<file path="src/rtl/spi_pkg.sv">
// Shared SPI definitions: frame FSM states and default frame geometry,
// common to the master and the LED slave side.
package spi_pkg;

  typedef enum logic [1:0] {
    IDLE  = 2'd0,
    LEAD  = 2'd1,
    SHIFT = 2'd2,
    TRAIL = 2'd3
  } spi_state_e;

  localparam int DATA_WIDTH_DEF = 8;  // bits per frame
  localparam int CLK_DIV_DEF    = 4;  // clk cycles per SCLK half-period

endpackage

</file>
<file path="src/rtl/spi_master_if.sv">
// Parallel request side plus serial pins of the SPI master.
// master: the spi_master itself; slave: the on-board logic / pin consumer.
interface spi_master_if #(
  parameter int DATA_WIDTH = spi_pkg::DATA_WIDTH_DEF
);
  logic                  start;
  logic [DATA_WIDTH-1:0] data_in;
  logic                  busy;
  logic                  done;
  logic                  SCLK;
  logic                  MOSI;
  logic                  SS;

  modport master (
    input  start, data_in,
    output busy, done, SCLK, MOSI, SS
  );

  modport slave (
    output start, data_in,
    input  busy, done, SCLK, MOSI, SS
  );
endinterface

</file>
<file path="src/rtl/spi_clk_tick.sv">
// Half-period divider: one-cycle tick every CLK_DIV cycles while enabled.
// Clearing restarts the count so the first tick lands CLK_DIV cycles later.
module spi_clk_tick #(
  parameter int CLK_DIV = spi_pkg::CLK_DIV_DEF
) (
  input  logic clk,
  input  logic rst_n,
  input  logic en_i,
  input  logic clr_i,
  output logic tick_o
);
  localparam int            CW   = $clog2(CLK_DIV);
  localparam logic [CW-1:0] LAST = CW'(CLK_DIV - 1);

  logic [CW-1:0] cnt_q, cnt_d;

  // next count: clear wins, otherwise wrap at LAST while enabled
  always_comb begin
    cnt_d = cnt_q;
    if (clr_i)     cnt_d = '0;
    else if (en_i) cnt_d = (cnt_q == LAST) ? '0 : cnt_q + CW'(1);
  end

  // count register, synchronous clear on reset
  always_ff @(posedge clk) begin
    if (!rst_n) cnt_q <= '0;
    else        cnt_q <= cnt_d;
  end

  assign tick_o = en_i && !clr_i && (cnt_q == LAST);
endmodule

</file>
<file path="src/rtl/spi_master.sv">
// Mode-0, LSB-first, transmit-only SPI master. Every pin is a flop output;
// the FSM only moves on divider ticks once a frame has been accepted.
module spi_master
  import spi_pkg::*;
#(
  parameter int DATA_WIDTH = DATA_WIDTH_DEF,
  parameter int CLK_DIV    = CLK_DIV_DEF
) (
  input  logic         clk,
  input  logic         rst_n,
  spi_master_if.master bus
);
  localparam int            BW       = $clog2(DATA_WIDTH) + 1;
  localparam logic [BW-1:0] ALL_BITS = BW'(DATA_WIDTH);
  localparam logic [BW-1:0] LAST_BIT = BW'(DATA_WIDTH - 1);

  spi_state_e            state_q, state_d;
  logic [DATA_WIDTH-1:0] shift_q, shift_d;
  logic [BW-1:0]         bcnt_q, bcnt_d;
  logic                  sclk_q, sclk_d;
  logic                  mosi_q, mosi_d;
  logic                  ss_q, ss_d;
  logic                  busy_q, busy_d;
  logic                  done_q, done_d;
  logic                  accept, tick;

  assign accept = (state_q == IDLE) && bus.start;

  spi_clk_tick #(.CLK_DIV(CLK_DIV)) u_tick (
    .clk   (clk),
    .rst_n (rst_n),
    .en_i  (state_q != IDLE),
    .clr_i (accept),
    .tick_o(tick)
  );

  // next state and next pin values; done is a single-cycle pulse
  always_comb begin
    state_d = state_q;
    shift_d = shift_q;
    bcnt_d  = bcnt_q;
    sclk_d  = sclk_q;
    mosi_d  = mosi_q;
    ss_d    = ss_q;
    busy_d  = busy_q;
    done_d  = 1'b0;
    unique case (state_q)
      IDLE: if (accept) begin
        shift_d = bus.data_in;
        bcnt_d  = '0;
        mosi_d  = bus.data_in[0];
        ss_d    = 1'b0;
        sclk_d  = 1'b0;
        busy_d  = 1'b1;
        state_d = LEAD;
      end
      LEAD: if (tick) begin
        sclk_d  = 1'b1;
        state_d = SHIFT;
      end
      SHIFT: if (tick) begin
        if (bcnt_q == ALL_BITS) begin
          // final low half-period after the last fall has elapsed
          state_d = TRAIL;
        end else if (!sclk_q) begin
          sclk_d = 1'b1;
        end else begin
          sclk_d  = 1'b0;
          shift_d = shift_q >> 1;
          bcnt_d  = bcnt_q + BW'(1);
          // keep the last bit on MOSI through the trailing period
          if (bcnt_q != LAST_BIT) mosi_d = shift_d[0];
        end
      end
      TRAIL: if (tick) begin
        ss_d    = 1'b1;
        mosi_d  = 1'b0;
        busy_d  = 1'b0;
        done_d  = 1'b1;
        state_d = IDLE;
      end
      default: state_d = IDLE;
    endcase
  end

  // state and output registers; reset aborts any frame with no done
  always_ff @(posedge clk) begin
    if (!rst_n) begin
      state_q <= IDLE;
      shift_q <= '0;
      bcnt_q  <= '0;
      sclk_q  <= 1'b0;
      mosi_q  <= 1'b0;
      ss_q    <= 1'b1;
      busy_q  <= 1'b0;
      done_q  <= 1'b0;
    end else begin
      state_q <= state_d;
      shift_q <= shift_d;
      bcnt_q  <= bcnt_d;
      sclk_q  <= sclk_d;
      mosi_q  <= mosi_d;
      ss_q    <= ss_d;
      busy_q  <= busy_d;
      done_q  <= done_d;
    end
  end

  assign bus.SCLK = sclk_q;
  assign bus.MOSI = mosi_q;
  assign bus.SS   = ss_q;
  assign bus.busy = busy_q;
  assign bus.done = done_q;
endmodule

</file>
<file path="src/flat_wrapper.sv">
// flat-port wrapper written by rule: the top's interface ports become plain ports
module spi_master_flat import spi_pkg::*;
#(
  parameter int DATA_WIDTH = DATA_WIDTH_DEF,
  parameter int CLK_DIV    = CLK_DIV_DEF
)
  (clk, rst_n, bus_start, bus_data_in, bus_busy, bus_done, bus_SCLK, bus_MOSI, bus_SS);
  spi_master_if #(.DATA_WIDTH(DATA_WIDTH)) bus_i ();
  input  logic clk;
  input  logic rst_n;
  input wire logic [$bits(bus_i.start)-1:0] bus_start;
  input wire logic [$bits(bus_i.data_in)-1:0] bus_data_in;
  output wire logic [$bits(bus_i.busy)-1:0] bus_busy;
  output wire logic [$bits(bus_i.done)-1:0] bus_done;
  output wire logic [$bits(bus_i.SCLK)-1:0] bus_SCLK;
  output wire logic [$bits(bus_i.MOSI)-1:0] bus_MOSI;
  output wire logic [$bits(bus_i.SS)-1:0] bus_SS;
  assign bus_i.start = bus_start;
  assign bus_i.data_in = bus_data_in;
  assign bus_busy = bus_i.busy;
  assign bus_done = bus_i.done;
  assign bus_SCLK = bus_i.SCLK;
  assign bus_MOSI = bus_i.MOSI;
  assign bus_SS = bus_i.SS;
  spi_master #(.DATA_WIDTH(DATA_WIDTH), .CLK_DIV(CLK_DIV)) u_core (.clk(clk), .rst_n(rst_n), .bus(bus_i));
endmodule
</file>
<file path="config.mk">
export PLATFORM = sky130hd
export DESIGN_NAME = spi_master_flat
export DESIGN_NICKNAME = d
export VERILOG_FILES = /design/src/rtl/spi_pkg.sv /design/src/rtl/spi_master_if.sv /design/src/rtl/spi_clk_tick.sv /design/src/rtl/spi_master.sv /design/src/flat_wrapper.sv
export SDC_FILE = /design/constraint.sdc
export NUM_CORES = 1
export LEC_CHECK = 0
export CAP_MARGIN = 10
export CORE_MARGIN = 4
export CORE_UTILIZATION = 50
export CTS_CLUSTER_DIAMETER = 100
export DETAILED_ROUTE_END_ITERATION = 12
export GPL_TIMING_DRIVEN = 0
export PLACE_DENSITY = 0.72
export SKIP_LAST_GASP = 1
export SLEW_MARGIN = 15
export SYNTH_ARGS = -nofsm -noshare
export SYNTH_HDL_FRONTEND = slang
export SYNTH_SLANG_ARGS = --single-unit
</file>
<file path="constraint.sdc">
create_clock -name clk -period 2.3 [get_ports clk]
set_input_delay 0.46 -clock clk [delete_from_list [all_inputs] [get_ports clk]]
set_output_delay 0.46 -clock clk [all_outputs]
set_load 0.02 [all_outputs]
</file>
# Word level (Yosys, flattened, before mapping)
# Cells that the tools add are included.
[word_totals] reg_bits=21 input_bits=11 word_cells=77
[op_classes] n_addsub=2 n_eq_ne=14 mux=34 bitwise=1 reduce_logical=17
[ops] operator="$mux 8" n=4
[ops] operator="$mux 4" n=4
[ops] operator="$pmux 8 s2" n=1
[ops] operator="$reduce_and 5->1" n=3
[ops] operator="$mux 1" n=13
[ops] operator="$mux 2" n=6
[ops] operator="$ne 2x1->1 const B" n=6
[ops] operator="$pmux 2 s4" n=1
[ops] operator="$pmux 4 s2" n=1
[ops] operator="$reduce_and 7->1" n=1
[ops] operator="$eq 2x2->1 const B" n=3
[ops] operator="$pmux 1 s3" n=2
[ops] operator="$reduce_bool 2->1" n=3
[ops] operator="$reduce_bool 3->1" n=2
[ops] operator="$add 4x1->4 const B" n=1
[ops] operator="$eq 4x4->1 const B" n=1
[ops] operator="$ne 2x2->1 const B" n=2
[ops] operator="$ne 4x3->1 const B" n=1
[ops] operator="$pmux 1 s2" n=2
[ops] operator="$logic_and 1x1->1" n=3
[ops] operator="$reduce_and 3->1" n=1
[ops] operator="$add 2x1->2 const B" n=1
[ops] operator="$eq 2x1->1 const B" n=1
[ops] operator="$logic_not 2->1" n=1
[ops] operator="other kinds (4)" n=4

# Longest topological paths before layout
# Gate-level depths: netlist (run 1).
[logic_depth] ltp_word=7 mapped_depth=8 mapped_depth_nobuf=6

# Modules after synthesis
# From an unflattened synthesis (run 1), not the netlist that was laid out.
[unflattened] cells_unflattened=134 area_unflattened_um2=1186.1
[by_module_without_submodules] mod="spi_master" instances=1 cells_per_inst=124 area_per_inst_um2=1081.0 seq_area_each_um2=360.3
[by_module_without_submodules] mod="spi_clk_tick" instances=1 cells_per_inst=10 area_per_inst_um2=105.1 seq_area_each_um2=40.0

# Worst setup path after synthesis (run 1)
# No wires, ideal clock.
[synth_timing] kind="register to register" start="register u_core.state_q[0]" end="register u_core.shift_q[1]" arrival_time_ps=1632 required_ps=2184 setup_slack_ps=552 path_stages_with_launch=8 period_less_slack_ps=1748 path_cell_list="dfxtp_1 -> inv_1 -> ha_1 -> and2b_2 -> a211oi_4 -> buf_6 -> nand2_1 -> o211a_1"
[synth_between] elab_chain_cells=7 word_cells_on_any_way=14 cone_classes="eq/ne: 5; mux: 1; reduce/logical: 8"
[synth_lines] item="start: declaration" line_no="spi_master.sv:17" text="spi_state_e state_q, state_d;"
[synth_lines] item="start signal: assignment" line_no="spi_master.sv:98" text="state_q <= state_d;"
[synth_lines] item="$logic_not 2->1" line_no="spi_master.sv:27, spi_master.sv:47"
[synth_lines] item="$logic_and 1x1->1" line_no="spi_master.sv:27" text="assign accept = (state_q == IDLE) && bus.start;"
[synth_lines] item="$logic_not 1->1" line_no="spi_clk_tick.sv:30" text="assign tick_o = en_i && !clr_i && (cnt_q == LAST);"
[synth_lines] item="$logic_and 1x1->1 (2 in series)" line_no="spi_clk_tick.sv:30"
[synth_lines] item="$ne 2x1->1 (no line)"
[synth_lines] item="$reduce_and 5->1 (no line)"
[synth_lines] item="end signal: assignment" line_no="spi_master.sv:99" text="shift_q <= shift_d;"
[synth_lines] item="end: declaration" line_no="spi_master.sv:18" text="logic [DATA_WIDTH-1:0] shift_q, shift_d;"
# Several ways; a longest one is shown, not always the timed one.
# A chain may end at the register's enable or synchronous reset.

# Worst setup path after layout (run 1)
[layout_timing] start="register u_core.state_q[0]" end="register u_core.shift_q[3]"
# Same word-level chain as after synthesis.

==> results of run 1 <==
==> sequential cells by signal (all words and copies together) (netlist names) <==
signal	flops
u_core.bus.MOSI	1
u_core.bcnt_q	4
u_core.shift_q	7
u_core.bus.done	1
u_core.u_tick.cnt_q	2
u_core.state_q	2
u_core.bus.busy	1
u_core.bus.SS	1
u_core.bus.SCLK	1
==> critical path, cell delays in order (launching register included) <==
cell and delay [ns]:
dfxtp_1 0.42, inv_1 0.11, ha_1 0.29, and2b_2 0.30, a211oi_4 0.41, buf_6 0.20, nand2_1 0.05, o211a_1 0.11
==> cells by family after synthesis <==
kind of cell / count (synthesis)
AOI/OAI and AO/OA: 28
buffers and inverters: 11
DFF: 20
and+or+nand+nor: 47
muxes: 10
adders and majority gates: 9
==> how the worst max path moves through the flow <==
| stage | depth (start not counted) | slack (ns) | end |
|---|---|---|---|
| after floorplan | 7 | 0.55 | u_core.shift_q[1]$_SDFFE_PN0P_ |
| after global placement | 6 | 0.17 | u_core.shift_q[2]$_SDFFE_PN0P_ |
| after detailed placement | 6 | 0.14 | u_core.shift_q[2]$_SDFFE_PN0P_ |
| after CTS | 7 | 0.30 | u_core.shift_q[2]$_SDFFE_PN0P_ |
| after global routing | 7 | 0.18 | u_core.shift_q[1]$_SDFFE_PN0P_ |
| final | 7 | 0.31 | u_core.shift_q[3]$_SDFFE_PN0P_ |
==> per-stage QoR <==
stage	instance area (sq um)	utilization
floorplan	1170	-
global placement	1350	0.611
detailed placement	1350	0.611
CTS	1410	0.635
global route	1410	0.635
finish	1410	0.635
==> cell usage after synthesis (all sizes together) <==
library cell / n
nand4b: 2
mux2i: 10
nor2: 1
and4b: 1
a2111oi: 1
o22ai: 1
clkbuf: 2
nor2b: 5
nor3b: 1
and2b: 1
buf: 3
nand3: 5
o21a: 2
a211o: 1
a21oi: 5
a21boi: 3
a211oi: 1
inv: 6
a31o: 1
ha: 9
o311a: 1
o211a: 6
and2: 2
nor3: 5
o21ai: 6
and3b: 1
or2: 1
nand2: 19
nand2b: 3
dfxtp: 20
==> layout make-up <==
type	count	area, sq um
Buffer	5	35.0
Tap cell	28	35.0
Multi-Input combinational cell	94	709
Timing Repair Buffer	15	150
Inverter	6	22.5
Clock inverter	1	30.0
Fill cell	207	807
Sequential cell	20	400
Clock buffer	3	22.5
==> power breakdown <==
part / internal, mW / switching [mW]
Sequential: 0.439 / 0.0601
Clock: 0.176 / 0.114
Combinational: 0.391 / 0.406
==> metal layers <==
layer	global-route usage	vias up	share of wire
met5	0	-	0
met4	0.0712	0	0.021
met3	0.0207	5	0.037
met2	0.294	15	0.52
met1	0.185	453	0.42
li1	-	480	-
==> flow_summary.ini, run 1 <==
[run_status]
outcome = completed

[worst_hold_path]
hold_class = flip-flop to flip-flop
holdPathEnd = u_core.bus.MOSI$_SDFFE_PN0P_
holdPathStages = 2
hp-start = u_core.bus.MOSI$_SDFFE_PN0P_

[cells_and_area]
syn2layout_area_growth_pct = 20.4
diodes = 0
nNetsFinal = 165
fin_cells = 172
layout_common_cells = 20 x dfxtp_1, 19 x nand2_1, 15 x clkdlybuf4s50_1
drive_gt1_frac = 0.104
final_common_cell = dfxtp_1

[yosys]
synth_fa_ha_area_frac = 0.0965
yosys-top-cells-area = dfxtp_1 34%, ha_1 9.6%, mux2i_1 8.6%
synth_top_area_share = 0.343
synth_warnings = 0
synth_compound_area_frac = 0.204
yosysSeqAreaShare = 0.343
synth.ff_latch_count = 20
muxShareOfSynthArea = 0.0857
synth-simple-area-share = 0.222
yosysTopAreaCell = dfxtp_1
synthCells = 125
syn_avg_cell_area_sq_um = 9.34
syn_area_sq_um = 1170
synth_top_family_by_area = simple AND/OR/NAND/NOR gates
ys_types = 35
synth_nets = 145
synth-xor-area-share = 0

[setup_path]
timing.rr.end = u_core.shift_q[3]$_SDFFE_PN0P_
start_kind = flip-flop
cp.required_ns = 2.51
end_kind = flip-flop
arrival_ns = 2.21
cp_max_fo = 10
worstRegToRegCells = 7
ff2ff_setup_slack_ns = 0.31
critical_path_class = flip-flop to flip-flop
r2r_start = u_core.state_q[0]$_SDFFE_PN0P_
cp-startpoint = u_core.state_q[0]$_SDFFE_PN0P_

[clock_network]
cts_tree = built
cts_setup_buffers = 0
insertion_delay_ns = 0.31
clk_pin_slew_ns = 0.12
cts_made_buffers = 3
cts_hold_buf = 0
ctsRootBufferMaster = clkbuf_4
htree_levels = 1
cts_resized = 0
cts_max_path_buffers = 2
cts_sinks = 20

[sta]
rsz0062_at_grt = no
fin_crit_sh = 0.866
setup_tns_ns = 0
period_needed_ns = 1.99
finalMaxSlewViolations = 0
worstMarginPinSlew_ns = 0.476
maxSlewHeadroom = 0.683
finClkSkew_ns = 0.00312
whs_ns = 0.477
finalWorstSetupSlack_ns = 0.308
final_hold_viol_count = 0
fmax_ghz = 0.502
final-setup-viol-count = 0

[routing]
vias_per_cell = 5.54
wirelength_um = 2350
postRouteAntennaNets = 0
via_count = 953
dr.pass1.iters = 4
drtIter0Drc = 26
wl_per_cell_um = 13.7
drcViolationCount = 0

[power_and_ir_drop]
p_per_area_nw_per_um2 = 1130
power.total_mw = 1.59
irDropWorstVdd_mv = 0.590
p_leak_nw = 0.611

[die]
ioPinCount = 16
core.rowCount = 17
die_w_um = 56.3
start_util = 0.528
core_sq_um = 2210
die-area_sq_um = 3170
die_h_um = 56.3

[global_route]
grt_pass1_vias = 914
grt_max_degree = 13
overflow = 0
grt_usage = 0.161
antenna_found_initial = 0
grt_pass1_wl_um = 4000

[placed_design]
place.gp.congestion = 0.721
portBuffers = 15
pre_cts_slack_ns = 0.141
hpwlAfterDp_um = 1830
placedCellCount = 168

[flow_run]
max_cap_violations = 0
No activity file was read; power rests on OpenSTA's default activity.
==> inputs of run 2 (changes only) <==
--- a/config.mk
+++ b/config.mk
@@ -6,14 +6,17 @@
 export NUM_CORES = 1
 export LEC_CHECK = 0
 export CAP_MARGIN = 10
+export CELL_PAD_IN_SITES_DETAIL_PLACEMENT = 0
+export CELL_PAD_IN_SITES_GLOBAL_PLACEMENT = 2
 export CORE_MARGIN = 4
-export CORE_UTILIZATION = 50
+export CORE_UTILIZATION = 32
 export CTS_CLUSTER_DIAMETER = 100
 export DETAILED_ROUTE_END_ITERATION = 12
 export GPL_TIMING_DRIVEN = 0
-export PLACE_DENSITY = 0.72
+export PLACE_DENSITY = 0.74
 export SKIP_LAST_GASP = 1
 export SLEW_MARGIN = 15
 export SYNTH_ARGS = -nofsm -noshare
 export SYNTH_HDL_FRONTEND = slang
+export SYNTH_HIERARCHICAL = 1
 export SYNTH_SLANG_ARGS = --single-unit
==> run 2 against run 1 <==
Effect of this change: synthesized cell count rose by 7.2%; utilization fell by 21 points; register-to-register slack got worse by 0.18 ns; critical path depth rose by 3; final cell count rose by 16%; worst setup slack got worse by 0.18 ns; sequential power fell by 2%; total power rose by 2.0%; hold slack got worse by 0.00095 ns; first-iteration DRC count rose by 38%; largest cell class unchanged.
==> flow_summary.ini, run 2 <==
[run_status]
outcome = completed

[cells_and_area]
top_regs = u_core/shift_q (7), u_core/bcnt_q (4)
regArea_sq_um = 403
regMostFlops = u_core/shift_q
layout_common_cells = 18 x dfxtp_1, 15 x clkdlybuf4s50_1, 10 x mux2i_1
multi_input_area_sq_um = 733
nNetsFinal = 175
final_common_cell = dfxtp_1
fin_cells = 200
drive_gt1_frac = 0.123
largest_register_ffs = 7
diodes = 0
fillers = 371
syn2layout_area_growth_pct = 24.7
postLayoutCellArea_sq_um = 1480

[die]
die_w_um = 68.9
die_h_um = 68.9
die-area_sq_um = 4740
core.rowCount = 21
core_sq_um = 3470
start_util = 0.342
ioPinCount = 16

[yosys]
synth_edf_count = 0
syn_avg_cell_area_sq_um = 8.85
ys_types = 37
yosysTopAreaCell = dfxtp_1
synthCells = 134
synthTopCellsByCount = 20 x dfxtp_1, 10 x mux2i_1, 9 x ha_1, 9 x nand2_1, 9 x o21ai_1
synth_most_common_cell = dfxtp_1
syn_area_sq_um = 1190
synth_nets = 154
synthArstFlopShare = 0
yosysSeqAreaShare = 0.338
synth_top_area_share = 0.338
synth_ff_type = dfxtp_1
synth.ff_latch_count = 20
yosys-top-cells-area = dfxtp_1 34%, ha_1 9.5%, mux2i_1 8.4%
synth_warnings = 6

[clock_network]
clk_pin_slew_ns = 0.08
ctsRootBufferMaster = clkbuf_8
cts_max_path_buffers = 2
cts_hold_buf = 0
cts_sinks = 20
htree_levels = 1
insertion_delay_ns = 0.26
cts_made_buffers = 3
cts_tree = built

[setup_path]
worstRegToRegCells = 10
start_kind = flip-flop
arrival_ns = 2.36
ff2ff_setup_slack_ns = 0.12
crit_slowest_cell = or3_4
path_cells = inv_1 -> ha_4 -> nand2_1 -> inv_1 -> and3b_2 -> inv_2 -> a22o_1 -> buf_6 -> or3_4 -> o32ai_2
r2r_start = u_core/state_q[1]$_SDFFE_PN0P_
end_kind = flip-flop
critical_path_class = flip-flop to flip-flop
crit_top_cell = inv_1
cp_max_fo = 10
cp.required_ns = 2.48
critical-path-max-stage-delay_ns = 0.39
timing.rr.end = u_core/bcnt_q[3]$_SDFFE_PN0P_

[power_and_ir_drop]
p_per_area_nw_per_um2 = 1090
switching_share = 0.397
p_seq_frac = 0.301
p_clk_frac = 0.169
p_leak_nw = 0.575
combPwrFrac = 0.530
power.total_mw = 1.62
irDropWorstVdd_mv = 0.390
p_int_uw = 976
p_switching_uw = 642

[routing]
via_count = 1037
dr.pass1.iters = 4
drcViolationCount = 0
postRouteAntennaNets = 0
drtIter0Drc = 36
wl_per_cell_um = 14.1
vias_per_cell = 5.19
wirelength_um = 2830

[sta]
fmax_ghz = 0.460
fin_crit_sh = 0.946
period_needed_ns = 2.18
whs_ns = 0.476
finalMaxSlewViolations = 0
rsz0062_at_grt = no
finClkSkew_ns = 0.00544
final_hold_viol_count = 0
worstMarginPinSlew_ns = 0.473
maxSlewHeadroom = 0.685
final-setup-viol-count = 0

[placed_design]
placedCellCount = 195
hpwlAfterDp_um = 1980
placed_area_sq_um = 1390
portBuffers = 15
place.gp.congestion = 0.762

[global_route]
grt_usage = 0.131
grt_pass1_vias = 1019
antenna_found_initial = 0
overflow = 0
grt_max_degree = 12
grt_pass1_wl_um = 4710

[worst_hold_path]
holdPathStages = 2
holdPathEnd = u_core/shift_q[6]$_SDFFE_PN0P_
hp-start = u_core/shift_q[6]$_SDFFE_PN0P_
hold_class = flip-flop to flip-flop

[flow_run]
max_cap_violations = 0
## run 2: cell types whose count changed after synthesis, sizes merged, moves of 3 or more
cell / previous run / this run
nand2: 19 / 9
or3: 0 / 7
o21ai: 6 / 12
a21boi: 3 / 8
o211a: 6 / 1
nand3: 5 / 1
nand2b: 3 / 6
nor2: 1 / 4
nor3: 5 / 2
o21bai: 0 / 3
## run 2: timing repair
item,CTS,global route
endpoints found under the setup margin,11,7
setup buffers,1,0
pin swaps,0,0
resized for setup,3,5
## run 2: per-layer routing
layer,wire [um],track usage,up-vias
li1,-,-,516
met2,1360,0.217,15
met1,1340,0.176,504
met3,109,0.0162,2
met4,14,0.0438,0
met5,0,0,-
## run 2: cell type report
cell class              instances  share of cell area
clock buffers                   4              0.0372
well taps                      46              0.0389
plain buffers                   8              0.0288
inverters                       8              0.0203
multi-input cells              98               0.496
flip-flops and latches         20               0.272
repair buffers                 16               0.107
## run 2: worst max path at each step
stage                                    from                            end  slack (ns)  cells after the start
2_1_floorplan  u_core/state_q[0]$_SDFFE_PN0P_  u_core/bcnt_q[3]$_SDFFE_PN0P_        0.14                     10
3_3_place_gp                        bus_start  u_core/bcnt_q[3]$_SDFFE_PN0P_       -0.28                      9
3_5_place_dp                        bus_start  u_core/bcnt_q[3]$_SDFFE_PN0P_       -0.27                      9
4_1_cts        u_core/state_q[0]$_SDFFE_PN0P_  u_core/bcnt_q[3]$_SDFFE_PN0P_        0.06                     10
5_1_grt        u_core/state_q[1]$_SDFFE_PN0P_  u_core/bcnt_q[3]$_SDFFE_PN0P_        0.01                     10
6_report       u_core/state_q[1]$_SDFFE_PN0P_  u_core/bcnt_q[3]$_SDFFE_PN0P_        0.12                     10
## run 2: per-stage QoR
step | util | setup TNS [ns] | setup slack (ns)
floorplan | - | 0 | 0.139
global placement | 0.402 | -1.82 | -0.281
detailed placement | 0.402 | -1.87 | -0.266
CTS | 0.422 | 0 | 0.0609
global route | 0.426 | 0 | 0.00985
finish | 0.426 | 0 | 0.125
## run 2: power groups by stage
stage	sequential (mW)	clock, mW	combinational [mW]
3_3_place_gp	0.490	0	0.818
3_5_place_dp	0.493	0	0.824
4_1_cts	0.485	0.285	0.842
5_1_grt	0.501	0.296	0.951
2_1_floorplan	0.502	0	0.596
6_report	0.488	0.273	0.857
## run 2: cell families (layout without fill, tap and decap cells)
kind of cell               after synthesis  after routing  synth area share
AOI/OAI and AO/OA                       41             41             0.239
buffers and inverters                   16             36            0.0601
and+or+nand+nor                         38             38             0.184
DFF                                     20             20             0.338
adders and majority gates                9              9            0.0949
muxes                                   10             10            0.0844
## run 2: worst max-delay path: cells and delay by family (launching register included)
kind,cells,cell delay (ns)
buf+inv,4,0.35
fa+ha+maj,1,0.20
compound gates,2,0.43
simple gates,3,0.75
flops,1,0.37
